<file path="config.mk">
export PLATFORM = sky130hd
export DESIGN_NAME = pc_fetch_unit
export DESIGN_NICKNAME = d
export VERILOG_FILES = /design/src/rtl/fetch_pkg.sv /design/src/rtl/fetch_next_pc.sv /design/src/rtl/pc_fetch_unit.sv
export SDC_FILE = /design/constraint.sdc
export NUM_CORES = 1
export LEC_CHECK = 0
export CAP_MARGIN = 20
export CORE_UTILIZATION = 40
export CTS_CLUSTER_SIZE = 30
export DETAILED_ROUTE_END_ITERATION = 6
export GPL_TIMING_DRIVEN = 0
export MAX_ROUTING_LAYER = met4
export PLACE_DENSITY = 0.77
export SKIP_CTS_REPAIR_TIMING = 1
export SYNTH_ARGS = -nofsm -noshare
export SYNTH_HDL_FRONTEND = slang
export SYNTH_SLANG_ARGS = --single-unit
</file>
<file path="constraint.sdc">
create_clock -name CLK -period 1.75 [get_ports CLK]
set_input_delay 0.2625 -clock CLK [delete_from_list [all_inputs] [get_ports CLK]]
set_output_delay 0.2625 -clock CLK [all_outputs]
set_load 0.02 [all_outputs]
</file>
<file path="src/rtl/fetch_pkg.sv">
// Shared types and constants for the program-counter / fetch-sequencing stage.
package fetch_pkg;

    localparam int PC_W  = 10;
    localparam int IDX_W = 5;
    localparam int CNT_W = 16;

    typedef logic [PC_W-1:0] pc_t;

    typedef enum logic [1:0] {
        IDLE   = 2'd0,
        RUN    = 2'd1,
        HALTED = 2'd2
    } fetch_state_t;

endpackage

</file>
<file path="src/rtl/fetch_next_pc.sv">
// Next-PC priority mux: hold on halt/stall, jump to the LUT target on a taken
// branch, otherwise step by one. Outside RUN the PC simply holds; loading the
// start address is handled by the sequencer in the top level.
module fetch_next_pc
    import fetch_pkg::*;
#(
    parameter int PC_W = fetch_pkg::PC_W
) (
    input  fetch_state_t    state,
    input  logic            halt_req,
    input  logic            stall,
    input  logic            branch_taken,
    input  logic [PC_W-1:0] pc,
    input  logic [PC_W-1:0] lut_target,
    output logic [PC_W-1:0] next_pc
);

    localparam logic [PC_W-1:0] PC_ONE = {{(PC_W-1){1'b0}}, 1'b1};

    // Select the next PC by priority halt > stall > taken branch > increment.
    always_comb begin
        next_pc = pc;
        case (state)
            RUN: begin
                if (halt_req) begin
                    next_pc = pc;
                end else if (stall) begin
                    next_pc = pc;
                end else if (branch_taken) begin
                    next_pc = lut_target;
                end else begin
                    next_pc = pc + PC_ONE;
                end
            end
            IDLE, HALTED: begin
                next_pc = pc;
            end
            default: begin
                next_pc = pc;
            end
        endcase
    end

endmodule

</file>
<file path="src/rtl/pc_fetch_unit.sv">
// Program-counter / fetch-sequencing stage: start/halt sequencing, branch
// redirection through an external combinational target LUT, and a saturating
// count of cycles spent running.
module pc_fetch_unit
    import fetch_pkg::*;
#(
    parameter int              PC_W     = fetch_pkg::PC_W,
    parameter int              IDX_W    = fetch_pkg::IDX_W,
    parameter int              CNT_W    = fetch_pkg::CNT_W,
    parameter logic [PC_W-1:0] RESET_PC = {PC_W{1'b0}}
) (
    input  logic              CLK,
    input  logic              Reset_n,
    input  logic              Start,
    input  logic [PC_W-1:0]   StartAddr,
    input  logic              Stall,
    input  logic              BranchEn,
    input  logic              BranchCond,
    input  logic [IDX_W-1:0]  BranchIdx,
    input  logic              HaltReq,
    output logic [IDX_W-1:0]  LutAddr,
    input  logic [PC_W-1:0]   LutTarget,
    output logic [PC_W-1:0]   PC,
    output logic              Running,
    output logic              Done,
    output logic [CNT_W-1:0]  CycleCount
);

    localparam logic [CNT_W-1:0] CNT_MAX  = {CNT_W{1'b1}};
    localparam logic [CNT_W-1:0] CNT_ONE  = {{(CNT_W-1){1'b0}}, 1'b1};
    localparam logic [CNT_W-1:0] CNT_ZERO = {CNT_W{1'b0}};

    fetch_state_t     state_q, state_d;
    logic [PC_W-1:0]  pc_q, pc_d;
    logic [PC_W-1:0]  next_pc_s;
    logic [CNT_W-1:0] cnt_q, cnt_d;
    logic             running_q, running_d;
    logic             done_q, done_d;
    logic             branch_taken_s;

    assign LutAddr        = BranchIdx;
    assign branch_taken_s = BranchEn & BranchCond;

    assign PC         = pc_q;
    assign Running    = running_q;
    assign Done       = done_q;
    assign CycleCount = cnt_q;

    fetch_next_pc #(
        .PC_W (PC_W)
    ) u_next_pc (
        .state        (state_q),
        .halt_req     (HaltReq),
        .stall        (Stall),
        .branch_taken (branch_taken_s),
        .pc           (pc_q),
        .lut_target   (LutTarget),
        .next_pc      (next_pc_s)
    );

    // Sequencer: start/halt transitions, start-address load and saturating cycle count.
    always_comb begin
        state_d = state_q;
        pc_d    = next_pc_s;
        cnt_d   = cnt_q;
        case (state_q)
            IDLE, HALTED: begin
                if (Start) begin
                    state_d = RUN;
                    pc_d    = StartAddr;
                    cnt_d   = CNT_ZERO;
                end else begin
                    state_d = state_q;
                    pc_d    = next_pc_s;
                    cnt_d   = cnt_q;
                end
            end
            RUN: begin
                // Every RUN cycle counts, stall and halt cycles included.
                if (cnt_q == CNT_MAX) begin
                    cnt_d = cnt_q;
                end else begin
                    cnt_d = cnt_q + CNT_ONE;
                end
                if (HaltReq) begin
                    state_d = HALTED;
                end else begin
                    state_d = RUN;
                end
            end
            default: begin
                state_d = IDLE;
                pc_d    = pc_q;
                cnt_d   = cnt_q;
            end
        endcase
        // Status flags follow the state being registered, so they depend on state only.
        running_d = (state_d == RUN);
        done_d    = (state_d == HALTED);
    end

    // State, PC, counter and status registers with synchronous active-low reset.
    always_ff @(posedge CLK) begin
        if (!Reset_n) begin
            state_q   <= IDLE;
            pc_q      <= RESET_PC;
            cnt_q     <= CNT_ZERO;
            running_q <= 1'b0;
            done_q    <= 1'b0;
        end else begin
            state_q   <= state_d;
            pc_q      <= pc_d;
            cnt_q     <= cnt_d;
            running_q <= running_d;
            done_q    <= done_d;
        end
    end

endmodule
</file>
# Yosys cells after proc, flatten, opt, wreduce, memory -nomap -nowiden
# Cells that the tools add are included.
# op_classes
shifts	0
n_lt_le_gt_ge	0
eq_ne	7
bitwise_logic	1
multipliers	0
add_sub_neg	2
n_reduce_logical	4
muxes	12
div_mod_pow	0
# op_table
cell	n
$mux W10	5
$mux W16	2
$pmux W16 S2	1
$pmux W10 S2	1
$add A16 B1 Y16 const B	1
$eq A16 B16 Y1 const B	1
$add A10 B1 Y10 const B	1
$eq A2 B1 Y1 const B	2
$eq A2 B2 Y1 const B	2
$mux W2	2
$ne A2 B2 Y1 const B	2
$pmux W2 S2	1
$reduce_and A3 Y1	1
$logic_not A2 Y1	1
$reduce_bool A2 Y1	1
$reduce_or A2 Y1	1
$and A1 B1 Y1	1
# totals
output_inout_bits	33
inputBits	32
regBits	30
romBits	0
ramBits	0
memories	0
latch_bits	0

# Depth between registers and ports, before layout
# logic_depth
ltp_word	7
ltp_mapped	7

# By module
# From an unflattened synthesis, not the netlist that was laid out.
# hier_totals
hier_cells	236
hier_area_um2	1928.1
# by_module_without_submodules
module	area_each_um2	cells_each	n_inst
pc_fetch_unit	1549.0	173	1
fetch_next_pc	379.1	63	1

# Least setup slack after synthesis
# Ideal clock, no wire load.
# synth_timing
path_type	register to register
startpoint	reg cnt_q[7], in the netlist CycleCount[7]
endpoint	reg cnt_q[2], in the netlist CycleCount[2]
arrival_ns	1.592
slack_ns	0.031
setup_time_ns	0.128
path_stages_with_launch	7
path_cell_list	dfxtp_1 > nand4_1 > or4_1 > buf_2 > o211ai_2 > xor2_1 > nor2_1
# synth_between
elab_chain_len	3
# synth_lines
item	line	text
start, declared	pc_fetch_unit.sv:36	logic [CNT_W-1:0] cnt_q, cnt_d;
start signal, assigned	pc_fetch_unit.sv:113	cnt_q <= cnt_d;
$eq A16 B16 Y1	pc_fetch_unit.sv:80	if (cnt_q == CNT_MAX) begin
$ne A2 B2 Y1 (no source line)	-	
$reduce_and A3 Y1 (no source line)	-	
# Every way passes these cells.
# A chain may end at the register's enable or synchronous reset.

# Worst setup path in the final report
# layout_timing
startpoint	reg state_q[1]
endpoint	reg cnt_q[0], in the netlist CycleCount[0]
# layout_between
elab_chain_len	4
word_cells_on_any_way	9
classes_between	4 x eq/ne; 1 x mux; 4 x reduce/logical
# layout_lines
item	line	text
start, declared	pc_fetch_unit.sv:33	fetch_state_t state_q, state_d;
start signal, assigned	pc_fetch_unit.sv:111	state_q <= state_d;
$eq A2 B2 Y1 or $logic_not A2 Y1 (tied branches)	pc_fetch_unit.sv:66	case (state_q)
$reduce_or A2 Y1	pc_fetch_unit.sv:66	
$ne A2 B2 Y1 (no source line) or $reduce_bool A2 Y1 (tied branches)	-	
$reduce_and A3 Y1 (no source line)	-	
# Several ways; a longest one is shown, not always the timed one.

==> flow_summary_export.csv <==
group,metric,value,unit
grt,grt-ovfl-total,0,
final_layout,antenna_cells,0,
die,fp.coreArea,4090,um2
route,drtIter0Drc,185,
power_and_ir_drop,power_leakage,0.886,nW
route,postRouteAntennaNets,0,
grt,antenna_found_initial,0,
setup_path,cp-start-kind,"flip-flop",
setup_path,crit_path_max_incr_delay,530,ps
timing,finalClockSkew,6.24,ps
clock_network,cts-root-buf,"clkbuf_8",
yosys,ys.flop_type,"dfxtp_1",
job,drv_cap,0,
setup_path,cp-end-kind,"flip-flop",
clock_network,clk_path_buf_depth,2,
setup_path,crit_chain,"buf_6 -> nand2b_4 -> or4_4 -> buf_6 -> o21ai_4 -> xor2_1 -> nor2_1",
power_and_ir_drop,p_per_area,642,nW/um2
route,vias_per_cell,5.63,
yosys,synth-seq-area-share,0.348,
outcome,violations,"setup timing",
final_layout,layout-drive-gt1-share,0.101,
setup_path,critPathSlowestCell,"or4_4",
clock_network,htreeDepth,2,
outcome,run_status,"finished, violations left",
setup_path,worst-path-buf-inv,2,
route,routedWlPerCell,14.5,um
yosys,syn_avg_cell_area,7.81,um2
yosys,syn_inst,221,
placement,io_buffers,59,
timing,tightest_slew,489,ps
die,pin_count,65,
die,die_w,67.7,um
grt,grt_usage,0.230,
clock_network,cts_buffers,5,
yosys,syn_area,1730,um2
timing,rsz0062_at_grt,"true",
setup_path,path_max_fanout,9,
yosys,synth_edf_count,0,
grt,grt_max_degree,11,
final_layout,fin_nets,321,
clock_network,clk-insertion-delay-late,290,ps
setup_path,required,1930,ps
die,die_area,4580,um2
clock_network,cts_sinks,30,
clock_network,cts_tree,"yes",
route,vias,1897,
yosys,yosys_warnings,0,
route,drt_pass1_iterations,4,
timing,setup_viol,3,
grt,grt_pass1_vias,1620,
timing,hold_viol_final,0,
yosys,syn_nets,255,
route,wl,4890,um
power_and_ir_drop,total_power,1.61,mW
clock_network,clkSlewWorstSetupHoldPaths,60,ps
yosys,synthDistinctLibCells,43,
placement,place_ws,-357,ps
die,die_h,67.7,um
placement,place_inst,330,
timing,finalWorstSetupSlack,-19.3,ps
timing,fin_crit_sh,1.01,
min_path,hold_class,"flip-flop to flip-flop",
grt,grt_pass1_wl,7580,um
timing,layout_min_cycle_time,1770,ps
setup_path,path_class,"flip-flop to flip-flop",
setup_path,cp.arrival,1950,ps
timing,max_freq,565,MHz
placement,hpwl,3330,um
setup_path,path_delay_family,"simple AND/OR/NAND/NOR gates",
final_layout,final_core_util,0.614,
setup_path,path_common_cell,"buf_6",
setup_path,r2r_slack,-20,ps
timing,slew_violations,0,
final_layout,area_growth,45.4,%
timing,relSlewSlack,0.674,
yosys,synth-seq-cells,30,
final_layout,final_cell_count_no_fill,337,
route,drc,0,
power_and_ir_drop,vdd_drop_max,0.000344,V
placement,routabilityCongestion,0.841,
die,start_util,0.423,
die,std_cell_rows,23,
yosys,synth-async-reset-ratio,0,
## metrics by stage
| step | setup TNS [ps] | hold slack, ps | instance area (um2) |
|---|---|---|---|
| 3_5_place_dp | -6050 | 493 | 2380 |
| 4_1_cts | -1560 | 504 | 2460 |
| 2_1_floorplan | 0 | 395 | 1730 |
| 3_3_place_gp | -5620 | 484 | 2380 |
| 5_1_grt | -890 | 543 | 2510 |
| 6_report | -35.1 | 508 | 2510 |
## worst paths after layout
check / depth (start not counted) / endpoint / start
worst max-delay path: 7 / CycleCount[0]$_SDFFE_PN0P_ / state_q[1]$_SDFF_PN0_
worst min register to register: 2 / CycleCount[5]$_SDFFE_PN0P_ / CycleCount[5]$_SDFFE_PN0P_
worst max register to register: 7 / CycleCount[0]$_SDFFE_PN0P_ / state_q[1]$_SDFF_PN0_
worst min-delay path: 2 / CycleCount[5]$_SDFFE_PN0P_ / CycleCount[5]$_SDFFE_PN0P_
## cell usage after synthesis, types with 3 or more instances
cell	n	area, um2
dfxtp_1	30	601
a21oi_1	22	110
nand2_1	22	82.6
nor2_1	18	67.6
nand3_1	16	80.1
o21ai_0	12	60.1
or3_1	10	62.6
xor2_1	9	78.8
buf_4	6	45.0
nand4_1	6	37.5
o211ai_1	6	45.0
and3_1	5	31.3
clkbuf_1	5	18.8
buf_2	4	20.0
nor2b_1	4	25.0
nor3_1	4	20.0
o21ai_1	4	20.0
and2_1	3	18.8
## registers in the layout, summed over array words and instances, names as in the netlist
register and cells:
CycleCount 16, PC 10, state_q 2, Done 1
Running 1
## power breakdown
group          internal [mW]  leakage (nW)  switching (mW)
registers              0.712         0.245          0.0369
clock network          0.273        0.0383           0.260
logic                  0.170         0.603           0.160
total                   1.16         0.886           0.457
## worst reg2reg max path, stage by stage (launching register included)
cell and delay, ps:
dfxtp_1 300, buf_6 130, nand2b_4 160, or4_4 540, buf_6 160, o21ai_4 160
xor2_1 160, nor2_1 50
## layout make-up
type	count	area [um2]
Multi-Input combinational cell	173	1060
Clock buffer	7	76.3
Tap cell	50	62.6
Buffer	15	105
Sequential cell	30	601
Fill cell	374	1580
Timing Repair Buffer	60	598
Inverter	2	7.51
## routing by layer
| metal | GRT usage | vias to the layer above | part of all wire |
|---|---|---|---|
| li1 | - | 947 | - |
| met5 | - | - | 0 |
| met2 | 0.351 | 73 | 0.43 |
| met3 | 0.0642 | 7 | 0.088 |
| met1 | 0.287 | 870 | 0.46 |
| met4 | 0.0824 | 0 | 0.014 |
## logic make-up (layout without fill, tap and decap cells)
logic type                 after synthesis  count (layout)  share of synthesized area
buffers and inverters                   18              84                     0.0594
and+or+nand+nor                         98              98                      0.296
adders and majority gates                2               2                     0.0145
xor gates and xnor gates                10              10                     0.0507
AOI/OAI and AO/OA                       62              62                      0.226
DFF                                     30              30                      0.348
muxes                                    1               1                    0.00580
## cells in the final DEF, fill, tap and decap left out, drive strengths merged, types with 3 or more instances in the layout
master and n:
o211ai 8, o21ai 17, clkdlybuf4s50 59, a21oi 22
and2 3, xor2 9, dfxtp 30, or3 10
nand2 22, nor2b 4, nor2 18, nand4 6
nand3 16, clkbuf 10, and3 5, buf 13
nor3 4
No activity file was read; power rests on OpenSTA's default activity.
